--- src/rtl/car_sensor_conditioner_pkg.sv ---
// Shared lane-state encodings and default timing for the two-lane loop-sensor front end.
// Optional per-lane car counters are built when CAR_COUNT_EN is defined.
package car_sensor_conditioner_pkg;

    typedef enum logic [2:0] {
        ST_IDLE    = 3'd0,
        ST_ARM     = 3'd1,
        ST_PRESENT = 3'd2,
        ST_HOLD    = 3'd3,
        ST_FAULT   = 3'd4
    } lane_state_e;

    localparam int unsigned DEF_DEB_CYCLES   = 4;
    localparam int unsigned DEF_HOLD_CYCLES  = 8;
    localparam int unsigned DEF_STUCK_CYCLES = 255;
    localparam int unsigned DEF_CNT_W        = 8;

endpackage

--- src/rtl/car_sensor_channel.sv ---
// One lane: 2-flop synchroniser, debounce/hold/stuck-detect FSM, optional saturating car counter.
// Counter logic and its ports exist only when CAR_COUNT_EN is defined.
module car_sensor_channel
    import car_sensor_conditioner_pkg::*;
#(
    parameter int unsigned DEB_CYCLES   = DEF_DEB_CYCLES,
    parameter int unsigned HOLD_CYCLES  = DEF_HOLD_CYCLES,
    parameter int unsigned STUCK_CYCLES = DEF_STUCK_CYCLES
`ifdef CAR_COUNT_EN
    ,
    parameter int unsigned CNT_W        = DEF_CNT_W
`endif
) (
    input  logic             clk,
    input  logic             rst,
    input  logic             raw,
    output logic             car,
    output logic             fault
`ifdef CAR_COUNT_EN
    ,
    input  logic             count_clr,
    output logic [CNT_W-1:0] count
`endif
);

    localparam int unsigned DCW = (DEB_CYCLES > 2) ? $clog2(DEB_CYCLES) : 1;
    localparam int unsigned HCW = (HOLD_CYCLES > 1) ? $clog2(HOLD_CYCLES + 1) : 1;
    localparam int unsigned SCW = (STUCK_CYCLES > 2) ? $clog2(STUCK_CYCLES) : 1;

    logic [1:0]     sync_q;
    logic           s;
    lane_state_e    state, state_n;
    logic [DCW-1:0] dcnt, dcnt_n;
    logic [HCW-1:0] hcnt, hcnt_n;
    logic [SCW-1:0] scnt, scnt_n;

    assign s = sync_q[1];

    // State, counters and outputs; car/fault are registered from the next state.
    always_ff @(posedge clk or posedge rst) begin
        if (rst) begin
            sync_q <= 2'b00;
            state  <= ST_IDLE;
            dcnt   <= '0;
            hcnt   <= '0;
            scnt   <= '0;
            car    <= 1'b0;
            fault  <= 1'b0;
        end else begin
            sync_q <= {sync_q[0], raw};
            state  <= state_n;
            dcnt   <= dcnt_n;
            hcnt   <= hcnt_n;
            scnt   <= scnt_n;
            car    <= (state_n == ST_PRESENT) || (state_n == ST_HOLD);
            fault  <= (state_n == ST_FAULT);
        end
    end

    always_comb begin
        state_n = state;
        dcnt_n  = dcnt;
        hcnt_n  = hcnt;
        scnt_n  = scnt;
        case (state)
            ST_IDLE: begin
                if (s) begin
                    state_n = ST_ARM;
                    dcnt_n  = DCW'(1);
                end
            end
            ST_ARM: begin
                if (!s) begin
                    state_n = ST_IDLE;
                end else if (dcnt == DCW'(DEB_CYCLES - 1)) begin
                    state_n = ST_PRESENT;
                    scnt_n  = '0;
                end else begin
                    dcnt_n = dcnt + DCW'(1);
                end
            end
            ST_PRESENT: begin
                if (!s) begin
                    state_n = ST_HOLD;
                    hcnt_n  = HCW'(1);
                end else if (scnt == SCW'(STUCK_CYCLES - 1)) begin
                    state_n = ST_FAULT;
                    dcnt_n  = '0;
                end else begin
                    scnt_n = scnt + SCW'(1);
                end
            end
            // Stuck time keeps accumulating across short releases.
            ST_HOLD: begin
                if (s) begin
                    state_n = ST_PRESENT;
                    hcnt_n  = '0;
                end else if (hcnt == HCW'(HOLD_CYCLES)) begin
                    state_n = ST_IDLE;
                end else begin
                    hcnt_n = hcnt + HCW'(1);
                end
            end
            ST_FAULT: begin
                if (s) begin
                    dcnt_n = '0;
                end else if (dcnt == DCW'(DEB_CYCLES - 1)) begin
                    state_n = ST_IDLE;
                end else begin
                    dcnt_n = dcnt + DCW'(1);
                end
            end
            default: state_n = ST_IDLE;
        endcase
    end

`ifdef CAR_COUNT_EN
    // Saturating count of debounced detections; clear has priority.
    always_ff @(posedge clk or posedge rst) begin
        if (rst) begin
            count <= '0;
        end else if (count_clr) begin
            count <= '0;
        end else if ((state == ST_ARM) && (state_n == ST_PRESENT) && (count != '1)) begin
            count <= count + CNT_W'(1);
        end
    end
`endif

endmodule

--- src/rtl/car_sensor_conditioner.sv ---
// Two-lane loop-sensor conditioner feeding the traffic-light controller's carA/carB inputs.
// Per-lane car counters (count_clr/countA/countB) are present only when CAR_COUNT_EN is defined.
module car_sensor_conditioner
    import car_sensor_conditioner_pkg::*;
#(
    parameter int unsigned DEB_CYCLES   = DEF_DEB_CYCLES,
    parameter int unsigned HOLD_CYCLES  = DEF_HOLD_CYCLES,
    parameter int unsigned STUCK_CYCLES = DEF_STUCK_CYCLES
`ifdef CAR_COUNT_EN
    ,
    parameter int unsigned CNT_W        = DEF_CNT_W
`endif
) (
    input  logic             clk,
    input  logic             rst,
    input  logic             sensA_raw,
    input  logic             sensB_raw,
    output logic             carA,
    output logic             carB,
    output logic             faultA,
    output logic             faultB
`ifdef CAR_COUNT_EN
    ,
    input  logic             count_clr,
    output logic [CNT_W-1:0] countA,
    output logic [CNT_W-1:0] countB
`endif
);

    car_sensor_channel #(
        .DEB_CYCLES   (DEB_CYCLES),
        .HOLD_CYCLES  (HOLD_CYCLES),
        .STUCK_CYCLES (STUCK_CYCLES)
`ifdef CAR_COUNT_EN
        ,
        .CNT_W        (CNT_W)
`endif
    ) u_lane_a (
        .clk       (clk),
        .rst       (rst),
        .raw       (sensA_raw),
        .car       (carA),
        .fault     (faultA)
`ifdef CAR_COUNT_EN
        ,
        .count_clr (count_clr),
        .count     (countA)
`endif
    );

    car_sensor_channel #(
        .DEB_CYCLES   (DEB_CYCLES),
        .HOLD_CYCLES  (HOLD_CYCLES),
        .STUCK_CYCLES (STUCK_CYCLES)
`ifdef CAR_COUNT_EN
        ,
        .CNT_W        (CNT_W)
`endif
    ) u_lane_b (
        .clk       (clk),
        .rst       (rst),
        .raw       (sensB_raw),
        .car       (carB),
        .fault     (faultB)
`ifdef CAR_COUNT_EN
        ,
        .count_clr (count_clr),
        .count     (countB)
`endif
    );

endmodule

--- config.mk ---
export PLATFORM = sky130hd
export DESIGN_NAME = car_sensor_conditioner
export DESIGN_NICKNAME = d
export VERILOG_FILES = /design/src/rtl/car_sensor_conditioner_pkg.sv /design/src/rtl/car_sensor_channel.sv /design/src/rtl/car_sensor_conditioner.sv
export SDC_FILE = /design/constraint.sdc
export NUM_CORES = 1
export LEC_CHECK = 0
export ABC_CLOCK_PERIOD_IN_PS = 1550
export BUFFER_PORTS_ARGS = -buffer_cell sky130_fd_sc_hd__buf_4
export CAP_MARGIN = 20
export CELL_PAD_IN_SITES_DETAIL_PLACEMENT = 1
export CELL_PAD_IN_SITES_GLOBAL_PLACEMENT = 2
export CORE_ASPECT_RATIO = 0.6
export CORE_MARGIN = 10
export CORE_UTILIZATION = 35
export CTS_BUF_LIST = sky130_fd_sc_hd__clkbuf_16
export CTS_CLUSTER_DIAMETER = 60
export DETAILED_ROUTE_END_ITERATION = 10
export GPL_TIMING_DRIVEN = 0
export PLACE_DENSITY = 0.78
export SYNTH_ARGS = -nofsm -noshare
export SYNTH_HDL_FRONTEND = slang
export SYNTH_SLANG_ARGS = --single-unit
--- constraint.sdc ---
create_clock -name clk -period 1.55 [get_ports clk]
set_input_delay 0.31 -clock clk [delete_from_list [all_inputs] [get_ports clk]]
set_output_delay 0.31 -clock clk [all_outputs]
set_load 0.02 [all_outputs]
==> impl_metrics.env <==
export IMPL_synthTopCellsByCount="dfrtp_1, nand2_1, a21oi_1"
export IMPL_setup_viol=15
export IMPL_dp_cells=356
export IMPL_ys_ff_latch=42
export IMPL_clock_sinks=42
export IMPL_place_congestion=0.7675
export IMPL_maxCapViolations=0
export IMPL_final_core_util_pct=50.70
export IMPL_root_buffer="clkbuf_16"
export IMPL_critical_path_peak_fanout=4
export IMPL_hold_class="input port to flop"
export IMPL_row_count=23
export IMPL_hold_viol=0
export IMPL_ys_seq_area_share_pct=43.43
export IMPL_status="finished with violations"
export IMPL_end_kind="flop"
export IMPL_core_area_um2=6705
export IMPL_cts_tree="yes"
export IMPL_path_buf_inv=0
export IMPL_critPathLaunchType="flop"
export IMPL_slew_violations=0
export IMPL_period_share_pct=106.8
export IMPL_hpwl_mm=4.612
export IMPL_final_cells=402
export IMPL_synth_area_leader_cell="dfrtp_1"
export IMPL_yosys_top_cells_area="dfrtp_1, a21oi_1, o21ai_0, ha_1, nand2_1"
export IMPL_grt_pass1_vias=2155
export IMPL_setup_tns_ns=-0.8869
export IMPL_htreeDepth=2
export IMPL_synth_ff_type="dfrtp_1"
export IMPL_required_ns=1.77
export IMPL_period_needed_ns=1.655
export IMPL_syn_avg_cell_area_um2=9.271
export IMPL_clock_skew_ns=0.003947
export IMPL_die_y_um=84.41
export IMPL_start_util_pct=36.09
export IMPL_nNetsFinal=328
export IMPL_max_slew_margin_rel_pct=74.23
export IMPL_clk_latency_ns=0.29
export IMPL_antenna_found_initial=0
export IMPL_wl_per_cell_um=19.38
export IMPL_syn_nets=273
export IMPL_gr_total_overflow=0
export IMPL_viasPerCell=5.537
export IMPL_area_delta_synth_final_pct=40.49
export IMPL_path_class="flop to flop"
export IMPL_initialDrtViolationCount=140
export IMPL_place_ws_ns=-0.3564
export IMPL_die_w_um=127.3
export IMPL_violations="setup timing"
export IMPL_path_delay_family="simple AND/OR/NAND/NOR gates"
export IMPL_setup_slack_ns=-0.1052
export IMPL_remaining_drc_errors=0
export IMPL_p_leak_uw=0.001392
export IMPL_grt_max_degree=30
export IMPL_cts_buffers=5
export IMPL_arrival_ns=1.87
export IMPL_ir_drop_mv=0.7849
export IMPL_dr_pass1_iters=4
export IMPL_io_buffers=7
export IMPL_tightest_slew_ns=0.3837
export IMPL_clockBufferDepth=2
export IMPL_ys_warn_count=0
export IMPL_fp_dieArea_um2=10750
export IMPL_vias=2226
export IMPL_layout_drive_gt1_share_pct=42.22
export IMPL_slowest_delay_ns=0.44
export IMPL_rsz0062_at_grt="true"
export IMPL_holdWs_ns=0.1235
export IMPL_nFillCells=744
export IMPL_synth_most_common_cell="dfrtp_1"
export IMPL_p_per_area_nw_per_um2=1448
export IMPL_netlist_instances=261
export IMPL_synth_async_reset_ratio_pct=100.0
export IMPL_antenna_left=0
export IMPL_num_antenna_cells=0
export IMPL_cp_slowest_cell="dfrtp_2"
export IMPL_worstPathCellList="nand4b_1 > a211o_1 > or4_1 > a21boi_1"
export IMPL_cts_reportedPaths_clkPinSlew_ns=0.06
export IMPL_ys_types=56
export IMPL_synth_edff_count=0
export IMPL_pin_count=8
export IMPL_grt_pass1_wl_mm=11.72
export IMPL_netlist_area_um2=2420
export IMPL_clock_fmax_mhz=604.1
export IMPL_wl_mm=7.792
export IMPL_yosys_area_top_type_share_pct=43.43
export IMPL_gr_usage_all_layers_pct=13.46
[worst register-to-register path, delay by kind of cell (launching register included)]
| kind | cells | cell delay [ns] |
|---|---|---|
| flip-flops | 1 | 0.44 |
| AND/OR/NAND/NOR | 2 | 0.64 |
| AO/OA/AOI/OAI | 2 | 0.51 |
[sequential cells by signal, indices dropped and copies added (netlist names)]
signal	count
u_lane_a.hcnt	4
u_lane_a.fault	1
u_lane_a.sync_q	2
u_lane_b.dcnt	2
u_lane_a.dcnt	2
u_lane_b.sync_q	2
u_lane_b.hcnt	4
u_lane_b.state	3
u_lane_b.car	1
u_lane_a.car	1
u_lane_b.fault	1
u_lane_b.scnt	8
u_lane_a.state	3
u_lane_a.scnt	8
[cell type report]
class	count	area, µm²	area share (%)
Clock buffer	5	125.1	3.681
Timing Repair Buffer	53	442.9	13.03
Multi-Input combinational cell	193	1541	45.34
Clock inverter	1	3.754	0.1104
Tap cell	87	108.9	3.202
Sequential cell	42	1064	31.28
Inverter	14	52.55	1.546
Buffer	7	61.31	1.803
[routing by layer]
metal  track usage (%)  up-vias  share of wire [%]
met2             18.50       27                 44
met4             4.325        0                1.4
met5                 0        -                  0
met3             3.076        9                2.8
met1             19.93     1131                 52
li1                  -     1059                  -
[cells in the final DEF, fill, tap and decap left out, types with 3 or more instances in the layout]
cell type,netlist,routed
a21boi_1,3,3
a21oi_1,23,15
a21oi_2,0,8
and2b_2,2,3
buf_4,0,44
buf_6,2,11
clkbuf_16,0,5
dfrtp_1,42,32
dfrtp_2,0,10
ha_1,8,5
inv_1,14,12
mux2i_1,4,4
nand2_1,25,25
nand2b_1,12,10
nand3_1,7,5
nand4_1,4,4
nor2_1,6,4
nor2b_1,7,7
nor3_1,5,3
nor4_4,0,4
o21ai_0,22,13
o21ai_2,0,7
o31ai_1,10,7
o31ai_2,0,3
or3_1,3,3
or4_4,0,5
[worst paths after layout]
| check | startpoint | endpoint | slack, ns | depth (start not counted) |
|---|---|---|---|---|
| max in group asynchronous | rst | u_lane_b.scnt[3]$_DFFE_PP0P_ | 0.54 | 4 |
| min in group asynchronous | rst | u_lane_a.dcnt[1]$_DFFE_PP0P_ | 0.53 | 3 |
| worst max register to register | u_lane_a.state[1]$_DFF_PP0_ | u_lane_a.scnt[7]$_DFFE_PP0P_ | -0.11 | 4 |
| worst min-delay path | sensA_raw | u_lane_a.sync_q[0]$_DFF_PP0_ | 0.12 | 1 |
| worst min register to register | u_lane_a.sync_q[0]$_DFF_PP0_ | u_lane_a.sync_q[1]$_DFF_PP0_ | 0.35 | 0 |
| worst max-delay path | u_lane_a.state[1]$_DFF_PP0_ | u_lane_a.scnt[7]$_DFFE_PP0P_ | -0.11 | 4 |
[where the power goes]
group / switching [µW] / internal, µW / leakage, µW / total (µW)
clock network: 435 / 574 / 0.0000632 / 1010
logic: 1200 / 973 / 0.000800 / 2170
registers: 351 / 1390 / 0.000529 / 1740
total: 1980 / 2940 / 0.00139 / 4920
[timing repair]
item / CTS / global route
hold buffers: 1 / 0
pin swaps: 9 / 20
cloned: 1 / 1
gates resized for setup: 34 / 63
endpoints found under the hold margin: 13 / 0
setup endpoints to repair: 22 / 31
buffers inserted: 19 / 23
[logic make-up after synthesis]
| logic type | count (synthesis) | synth area share [%] |
|---|---|---|
| adder cells (fa/ha/maj) | 8 | 4.137 |
| buffers and inverters | 26 | 4.912 |
| multiplexers | 5 | 2.120 |
| XOR/XNOR | 1 | 0.3620 |
| AND/OR/NAND/NOR | 102 | 24.87 |
| AO/OA/AOI/OAI | 77 | 20.17 |
| flip-flops | 42 | 43.43 |
[metrics by stage]
stage | cell area, µm² | power (µW)
floorplan | 2446 | 2789
global route | 3400 | 5260
global placement | 2608 | 3215
CTS | 3050 | 4556
detailed placement | 2628 | 3277
finish | 3400 | 4922
Power figures use the tool's default switching activity.
